**config.mk**
```make
export PLATFORM = sky130hd
export DESIGN_NAME = aes_word_loader
export DESIGN_NICKNAME = d
export VERILOG_FILES = /design/src/rtl/aes_loader_pkg.sv /design/src/rtl/aes_word_assembler.sv /design/src/rtl/aes_word_loader.sv
export SDC_FILE = /design/constraint.sdc
export NUM_CORES = 1
export LEC_CHECK = 0
export CORE_MARGIN = 2
export CORE_UTILIZATION = 40
export CTS_CLUSTER_SIZE = 12
export DETAILED_ROUTE_END_ITERATION = 8
export MAX_ROUTING_LAYER = met4
export PLACE_DENSITY_LB_ADDON = 0.15
export SYNTH_ARGS = -nofsm -noshare
export SYNTH_HDL_FRONTEND = slang
export SYNTH_SLANG_ARGS = --single-unit
```
**constraint.sdc**
```tcl
create_clock -name clk -period 2.4 [get_ports clk]
set_clock_uncertainty 0.05 [all_clocks]
set_input_delay 0.72 -clock clk [delete_from_list [all_inputs] [get_ports clk]]
set_output_delay 0.72 -clock clk [all_outputs]
set_load 0.01 [all_outputs]
```
**src/rtl/aes_loader_pkg.sv**
```systemverilog
// Shared definitions for the AES word loader: FSM states and operand/word geometry helpers.
package aes_loader_pkg;

    localparam int unsigned BlockW = 128;

    typedef enum logic [1:0] {
        StIdle  = 2'd0,
        StLoad  = 2'd1,
        StStart = 2'd2,
        StWait  = 2'd3
    } state_e;

    // Words per 128-bit operand.
    function automatic int unsigned num_words(input int unsigned word_w);
        return BlockW / word_w;
    endfunction

    // Word counter width; a single-word operand still gets a 1-bit counter.
    function automatic int unsigned cnt_width(input int unsigned nw);
        return (nw > 1) ? $clog2(nw) : 1;
    endfunction

endpackage

```
**src/rtl/aes_word_assembler.sv**
```systemverilog
// Staging shift register, word counter and sequence-type latch for one operand stream.
module aes_word_assembler
    import aes_loader_pkg::*;
#(
    parameter int unsigned WORD_W = 32
) (
    input  logic              clk,
    input  logic              rstn,
    input  logic              xfer_i,
    input  logic [WORD_W-1:0] data_i,
    input  logic              is_key_i,
    output logic [127:0]      assembled_o,
    output logic              word_done_o,
    output logic              seq_is_key_o,
    output logic              mismatch_o
);

    localparam int unsigned NW   = num_words(WORD_W);
    localparam int unsigned CntW = cnt_width(NW);
    localparam logic [CntW-1:0] LastCnt = CntW'(NW - 1);

    logic [127:0]    staging_q, staging_d;
    logic [CntW-1:0] count_q, count_d;
    logic            type_q, type_d;

    // Value the staging register would hold after accepting the current word.
    assign assembled_o = {staging_q[127-WORD_W:0], data_i};

    // Classify the incoming word and compute next staging/counter/type.
    always_comb begin
        mismatch_o   = xfer_i && (count_q != '0) && (is_key_i != type_q);
        seq_is_key_o = (count_q == '0) ? is_key_i : type_q;
        word_done_o  = xfer_i && !mismatch_o && (count_q == LastCnt);
        staging_d    = staging_q;
        count_d      = count_q;
        type_d       = type_q;
        if (mismatch_o) begin
            // Drop the partial sequence; the offending word starts a fresh one.
            staging_d = {{(128-WORD_W){1'b0}}, data_i};
            count_d   = CntW'(1);
            type_d    = is_key_i;
        end else if (xfer_i) begin
            staging_d = assembled_o;
            count_d   = word_done_o ? '0 : count_q + 1'b1;
            if (count_q == '0) begin
                type_d = is_key_i;
            end
        end
    end

    // State update with synchronous active-low reset.
    always_ff @(posedge clk) begin
        if (!rstn) begin
            staging_q <= '0;
            count_q   <= '0;
            type_q    <= 1'b0;
        end else begin
            staging_q <= staging_d;
            count_q   <= count_d;
            type_q    <= type_d;
        end
    end

endmodule

```
**src/rtl/aes_word_loader.sv**
```systemverilog
// Assembles key/plaintext words into 128-bit operands and launches the AES top with a start pulse.
module aes_word_loader
    import aes_loader_pkg::*;
#(
    parameter int unsigned WORD_W = 32
) (
    input  logic              clk,
    input  logic              rstn,
    input  logic              in_valid,
    output logic              in_ready,
    input  logic [WORD_W-1:0] in_data,
    input  logic              in_is_key,
    input  logic              aes_done,
    output logic              start,
    output logic [127:0]      plain_text,
    output logic [127:0]      cipher_key,
    output logic              key_valid,
    output logic              busy,
    output logic              err
);

    state_e       state_q;
    logic         done_q;
    logic         start_q;
    logic         busy_q;
    logic         err_q;
    logic         key_valid_q;
    logic [127:0] pt_q;
    logic [127:0] key_q;

    logic         xfer;
    logic [127:0] assembled;
    logic         word_done;
    logic         seq_is_key;
    logic         mismatch;

    // Ready only while no operation is in flight; forced low while reset is asserted.
    assign in_ready = rstn && ((state_q == StIdle) || (state_q == StLoad));
    assign xfer     = in_valid && in_ready;

    aes_word_assembler #(
        .WORD_W (WORD_W)
    ) u_assembler (
        .clk          (clk),
        .rstn         (rstn),
        .xfer_i       (xfer),
        .data_i       (in_data),
        .is_key_i     (in_is_key),
        .assembled_o  (assembled),
        .word_done_o  (word_done),
        .seq_is_key_o (seq_is_key),
        .mismatch_o   (mismatch)
    );

    // Control FSM with registered start/busy/err and operand registers.
    always_ff @(posedge clk) begin
        if (!rstn) begin
            state_q     <= StIdle;
            done_q      <= 1'b0;
            start_q     <= 1'b0;
            busy_q      <= 1'b0;
            err_q       <= 1'b0;
            key_valid_q <= 1'b0;
            pt_q        <= '0;
            key_q       <= '0;
        end else begin
            done_q  <= aes_done;
            start_q <= 1'b0;
            err_q   <= 1'b0;
            unique case (state_q)
                StIdle, StLoad: begin
                    if (mismatch) begin
                        err_q   <= 1'b1;
                        state_q <= StLoad;
                    end else if (word_done) begin
                        if (seq_is_key) begin
                            key_q       <= assembled;
                            key_valid_q <= 1'b1;
                            state_q     <= StIdle;
                        end else if (key_valid_q) begin
                            pt_q    <= assembled;
                            start_q <= 1'b1;
                            busy_q  <= 1'b1;
                            state_q <= StStart;
                        end else begin
                            // Plaintext without a key: reject and keep the old plaintext.
                            err_q   <= 1'b1;
                            state_q <= StIdle;
                        end
                    end else if (xfer) begin
                        state_q <= StLoad;
                    end
                end
                StStart: begin
                    state_q <= StWait;
                end
                StWait: begin
                    // Only a fresh rising edge of done ends the operation.
                    if (aes_done && !done_q) begin
                        busy_q  <= 1'b0;
                        state_q <= StIdle;
                    end
                end
                default: begin
                    state_q <= StIdle;
                end
            endcase
        end
    end

    assign start      = start_q;
    assign busy       = busy_q;
    assign err        = err_q;
    assign key_valid  = key_valid_q;
    assign plain_text = pt_q;
    assign cipher_key = key_q;

endmodule

```
==> summary.md, run 1 <==
| Metric | Value |
|---|---|
| Arrival time at the worst endpoint | approximately 1.5 ns |
| Global Route met3 Usage | between 6 and 7% |
| Avg Cell Area, Syn | about 8.3 µm² |
| Die Wd | 185.4 µm |
| Drt via density | around 5 |
| Global-route wire length before repair | approximately 60 mm |
| Largest net degree at the start of global routing | approximately 110 |
| Leakage | between 0.006 and 0.007 µW |
| I/O Pins | 298 |
| Final Hold Viols | 0 |
| Max incr delay on CP | roughly 0.59 ns |
| Slowest stage cell, crit path | clkdlybuf4s50_1 |
| Worst slack at placement | -0.1132 ns |
| Most frequent cells in the layout | nand2_1 (713), dfxtp_1 (362), clkdlybuf4s50_1 (295), a21boi_1 (220), a21oi_1 (66) |
| Worst setup path class | flip-flop to primary output |
| Core area | ~32000 µm² |
| Number of buffers created by CTS | 40 |
| Remaining DRCs | 0 |
| Final wirelength | around 39 mm |
| Critical path startpoint category | flip-flop |
| Fmax | 435.6 MHz |
| Post-Syn Nets | between 1500 and 2000 |
| Crit-path leading delay family | buffers and inverters |
| # clock sinks | approximately 360 |
| Row count | 66 |
| Tightest Pin Transition | ~0.47 ns |
| Hold_ws | between 0.3 and 0.4 ns |
| Met2 GRT Util | a little over a third |
| Initial DRC Count | a little under 800 |
| Nets@finish | 1880 |
| Setup violators final | 0 |
| Die Footprint | roughly 34000 µm² |
| Antenna violations before repair | 0 |
| Area Overhead vs Synth | 36.56% |
| Slew headroom | 68.55% |
| Pwr dens | 696.4 nW/µm² |
| VDD IR max | a little over 0.0005 V |
| Post-DRT Antenna Nets | 0 |
| Sequential share of the synthesized area | a little under three fifths |
| Share of layout cells above drive strength 1 | a little under 6% |
| Root Buffer | clkbuf_16 |
| Synth warn | 0 |
| GRT busiest layer | met2 |
| Port-buffer cells | between 200 and 300 |
| Most common cell after layout, fill and taps aside | nand2_1 |
| Vias in the first global route | 10544 |
| Max-Cap Viols | 0 |
| DP Wirelength | about 27 mm |
| Slew Limit Fails | 0 |
| Endpoint class of the critical path | primary output |
| H-tree levels | 2 |
| Seq cells post-synth | around 360 |
| Initial DRT Pass Iterations | 6 |
| Max clock buf depth | 3 |
| Crit-path cells | clkdlybuf4s50_1 |
| Post-Synthesis Cell Area | between 10000 and 15000 µm² |
| Worst min path class | flip-flop to flip-flop |
| Worst-path fanout max | 5 |
| Worst-Skew Late Latency | 0.52 ns |
| CP required | ~1.6 ns |
| Period minus WS final | 2.296 ns |
| Placer Congestion | about 0.76 |
| CTS tree | built |
| Die span in y | 185.4 µm |
| Gate Count Post-Synth | approximately 1600 |
| Hold Buf Count CTS | 0 |
| Setup TNS | 0 ns |
| Cell variety after synth | 29 |
| GRT Util Overall | a little under a quarter |
| Status | complete, no violations |
| Inserted Diodes | 0 |
| DR WL/cell | roughly 17 µm |
| Post-CTS Setup Bufs | 0 |
| Tcrit/Tclk final | 95.66% |
| Starting density of the core | 40.56% |
| GRT met1 Usage | between 30% and 40% |
| Via count | 11229 |
| Grt total ovfl | 0 |
| RSZ-0062 raised after global routing | no |
| Fin worst setup slack | approximately 0.10 ns |
| Clock transition at path regs | roughly 0.060 ns |
| WP buf/inv | 1 |
final timing paths:
path | start | to | slack [ns] | depth (start not counted)
max | key_valid | key_valid | 0.10 | 1
min | cipher_key[113] | cipher_key[113] | 0.40 | 2
max reg2reg | u_assembler.count_q[0] | plain_text[60] | 0.45 | 8
min reg2reg | cipher_key[113] | cipher_key[113] | 0.40 | 2
area by class of cell:
type                    count  area [µm²]
fillers                  2993       14480
flip-flops and latches    362        7247
multi-input cells        1097        5360
repair buffers            337        3538
clock buffers              62        1216
well taps                 442       553.0
clock inverters             6       46.29
inverters                   3       13.76
sequential cells by signal, summed over array words and instances, names as in the netlist:
signal and count:
u_assembler.staging_q 96, start 1, err 1, busy 1
key_valid 1, done_q 1, u_assembler.count_q 2, cipher_key 128
u_assembler.type_q 1, plain_text 128, state_q 2
routing by layer:
metal | wire [µm] | vias up
met1 | 18230 | 5264
met4 | 524 | 0
li1 | - | 5597
met2 | 17570 | 325
met3 | 3099 | 43
met5 | 0 | -
through the flow:
step / cell area [µm²] / total power, µW / util [%] / std cells
after global placement: 16710 / 6763 / 51.49 / 2241
after detailed placement: 16710 / 6766 / 51.49 / 2241
after floorplan: 13160 / 6511 / - / 1580
after CTS: 17970 / 12630 / 55.39 / 2309
final: 17970 / 12520 / 55.39 / 2309
after global routing: 17970 / 12940 / 55.39 / 2309
logic make-up after synthesis:
group                      count (synthesis)  share of synthesized area [%]
DFF                                      362                          55.06
adders and majority gates                  2                         0.1901
buffers and inverters                    121                          4.639
AOI/OAI and AO/OA                        367                          19.04
xor gates and xnor gates                   1                        0.06655
and+or+nand+nor                          727                          21.01
synth_stat cells, drive strengths merged:
master   count  area [µm²]
or2          1       6.260
o2111ai      1       8.760
inv          3       11.26
xnor2        1       8.760
and2         1       6.260
o211ai       3       22.52
and3b        1       8.760
a31o         1       8.760
a21boi     257        1929
ha           2       25.02
a21oi       66       330.3
o21a         2       15.01
o2111a       1       11.26
nand3        2       10.01
nand2      714        2680
dfxtp      362        7247
nand4b       1       8.760
o21ai       36       180.2
buf         71       422.9
nor2b        2       12.51
nor2         2       7.510
clkbuf      47       176.4
nand4        2       18.77
nand2b       1       6.260
where the power goes:
group          leakage (µW)  total [µW]  switching, µW  internal (µW)
clock network      0.000614        5890           2420           3470
logic               0.00249         439            241            198
registers           0.00292        6190            113           6080
total               0.00603       12500           2770           9750
repair_timing:
action | 4_1_cts | 5_1_grt
setup endpoints to repair | 1 | 0
endpoints found under the hold margin | 0 | 0
resized for setup | 2 | 0
(Power assumes the default switching activity.)
==> inputs of run 2 (changes only) <==
- PLACE_DENSITY: default -> 0.72
- PLACE_DENSITY_LB_ADDON: 0.15 -> default
==> summary.md, run 2 (same netlist as run 1, synthesis figures left out) <==
| Metric | Value |
|---|---|
| Status | complete, no violations |
| Die span in y | 185.4 µm (unchanged) |
| Critical R2R Launch | u_assembler.count_q[0] |
| Area Overhead vs Synth | 35.68% |
| DP Area | 16640 µm² (-0.45%) |
| Placer Congestion | 0.7765 (+1.7%) |
| Worst setup path class | flip-flop to primary output |
| Worst slack at placement | -0.1213 ns (-0.008008 ns) |
| Slowest stage cell, crit path | clkdlybuf4s50_1 |
| FF/Latch Area | 7247 µm² (unchanged) |
| Critical path startpoint category | flip-flop |
| H-tree levels | 2 (unchanged) |
| Filler cells | 3007 (+0.47%) |
| Leakage | 0.005995 µW (-0.51%) |
| Remaining DRCs | 0 (unchanged) |
| Finished Layout Cells | 2306 (-0.13%) |
| Most common cell after layout, fill and taps aside | nand2_1 |
| Share of layout cells above drive strength 1 | 5.529% (-0.26 points) |
| Largest net degree at the start of global routing | 146 (+30%) |
| Crit-path leading delay family | buffers and inverters |
| Initial DRT Pass Iterations | 5 (-1) |
| Final wirelength | 39.68 mm (+0.66%) |
| Max-Cap Viols | 0 (unchanged) |
| Pwr dens | 696.3 nW/µm² (about the same) |
| Area of the multi-input gates | 5358 µm² (about the same) |
| Antenna violations before repair | 1 (+1) |
| Nets@finish | 1880 (unchanged) |
| Tcrit/Tclk final | 93.03% (-2.6 points) |
| Die Wd | 185.4 µm (unchanged) |
| Port-buffer cells | 297 (unchanged) |
| Drt via density | 4.945 (+1.7%) |
| GRT Util Overall | 23.43% (+0.21 points) |
| Starting density of the core | 40.56% (unchanged) |
| # clock sinks | 362 (unchanged) |
| I/O Pins | 298 (unchanged) |
| CP required | 1.63 ns (about the same) |
| Global-route wire length before repair | 60.42 mm (+0.22%) |
| Fin worst setup slack | 0.1672 ns (+0.06317 ns) |
| Slew Limit Fails | 0 (unchanged) |
| CTS tree | built |
| Reg2Reg Setup Slack | 0.46 ns (about the same) |
| Slew headroom | 64.17% (-4.4 points) |
| HP Start | cipher_key[116] |
| Root Buffer | clkbuf_16 |
| Fin util | 55.03% (-0.36 points) |
| Endpoint, Worst Hold | cipher_key[116] |
| Grt total ovfl | 0 (unchanged) |
| Setup violators final | 0 (unchanged) |
| Post-CTS Setup Bufs | 0 (unchanged) |
| Row count | 66 (unchanged) |
| Clock transition at path regs | 0.06 ns (about the same) |
| Max incr delay on CP | 0.59 ns (about the same) |
| Crit-path cells | clkdlybuf4s50_1 |
| WP buf/inv | 1 (unchanged) |
| Worst hold path depth | 2 (unchanged) |
| Endpoint class of the critical path | primary output |
| Worst-Skew Late Latency | 0.52 ns (about the same) |
| DR WL/cell | 17.21 µm (+0.79%) |
| Die Footprint | 34370 µm² (unchanged) |
| DP Wirelength | 27.03 mm (+1.8%) |
| Initial DRC Count | 836 (+6.8%) |
| Period minus WS final | 2.233 ns (-0.06317 ns) |
| Arrival time at the worst endpoint | 1.46 ns (-0.07 ns) |
| Post-route cell area | 17860 µm² (-0.65%) |
| Core area | 32450 µm² (unchanged) |
| Fmax | 447.9 MHz (+2.8%) |
| R2R depth | 8 (unchanged) |
| Number of cells after detailed placement | 2241 (unchanged) |
| Vias in the first global route | 10831 (+2.7%) |
| Worst r2r dst | plain_text[118] |
| Tot Pwr | 12430 µW (-0.67%) |
| Tightest Pin Transition | 0.5374 ns (+0.06565 ns) |
| VDD IR max | 0.0004514 V (-13%) |
| Post-DRT Antenna Nets | 0 (unchanged) |
| Max clock buf depth | 3 (unchanged) |
| Via count | 11404 (+1.6%) |
| Worst min path class | flip-flop to flip-flop |
| Worst-path fanout max | 3 (-2) |
| Final Hold Viols | 0 (unchanged) |
| Most frequent cells in the layout | nand2_1 (713), dfxtp_1 (362), clkdlybuf4s50_1 (294), a21boi_1 (220), a21oi_1 (66) |
| Number of buffers created by CTS | 40 (unchanged) |
| RSZ-0062 raised after global routing | no |
[run 2: cell count changes in the layout (fill, tap and decap cells not counted), sizes merged]
cell,previous run,this run
bufinv,0,2
clkinvlp,2,1
clkdlybuf4s50,295,294
clkinv,4,5
clkbuf,63,57
diode,0,1
dlymetal6s2s,0,1
[run 2: timing repair]
action	4_1_cts	5_1_grt
resized for setup	1	1
hold buffers	0	0
setup endpoints to repair	1	1
endpoints found under the hold margin	0	0
[run 2: area by class of cell]
type                            count  share of cell area [%]
Timing Repair Buffer              337                   19.41
Antenna cell                        1                 0.01401
Clock buffer                       56                   6.285
Clock inverter                      8                  0.5395
Multi-Input combinational cell   1097                   30.00
Inverter                            3                 0.07707
Tap cell                          442                   3.097
Sequential cell                   362                   40.58
[run 2: how the worst max path moves through the flow]
| stage | cells after the start | start | to | slack (ns) |
|---|---|---|---|---|
| floorplan | 7 | rstn | u_assembler.staging_q[81] | 0.42 |
| global placement | 7 | in_valid | plain_text[22] | -0.03 |
| detailed placement | 7 | in_is_key | plain_text[118] | -0.12 |
| CTS | 1 | key_valid | key_valid | 0.01 |
| global route | 1 | plain_text[37] | plain_text[37] | 0.11 |
| finish | 1 | busy | busy | 0.17 |
[run 2: power by group]
group	switching [µW]	total [µW]	internal [µW]
combinational	243	443	200
clock	2350	5800	3450
sequential	113	6190	6080
[run 2: per-stage QoR]
step	hold slack, ns	TNS (ns)
global placement	0.3897	-0.07792
detailed placement	0.3937	-7.819
global route	0.4175	0
floorplan	0.3942	0
CTS	0.4014	0
finish	0.3982	0
[run 2: routing by layer]
metal | up-vias | part of all wire (%) | track usage (%)
met5 | - | 0 | -
met4 | 0 | 1.8 | 5.016
met3 | 51 | 8.2 | 6.744
met2 | 365 | 46 | 36.39
met1 | 5399 | 44 | 30.35
li1 | 5589 | - | -
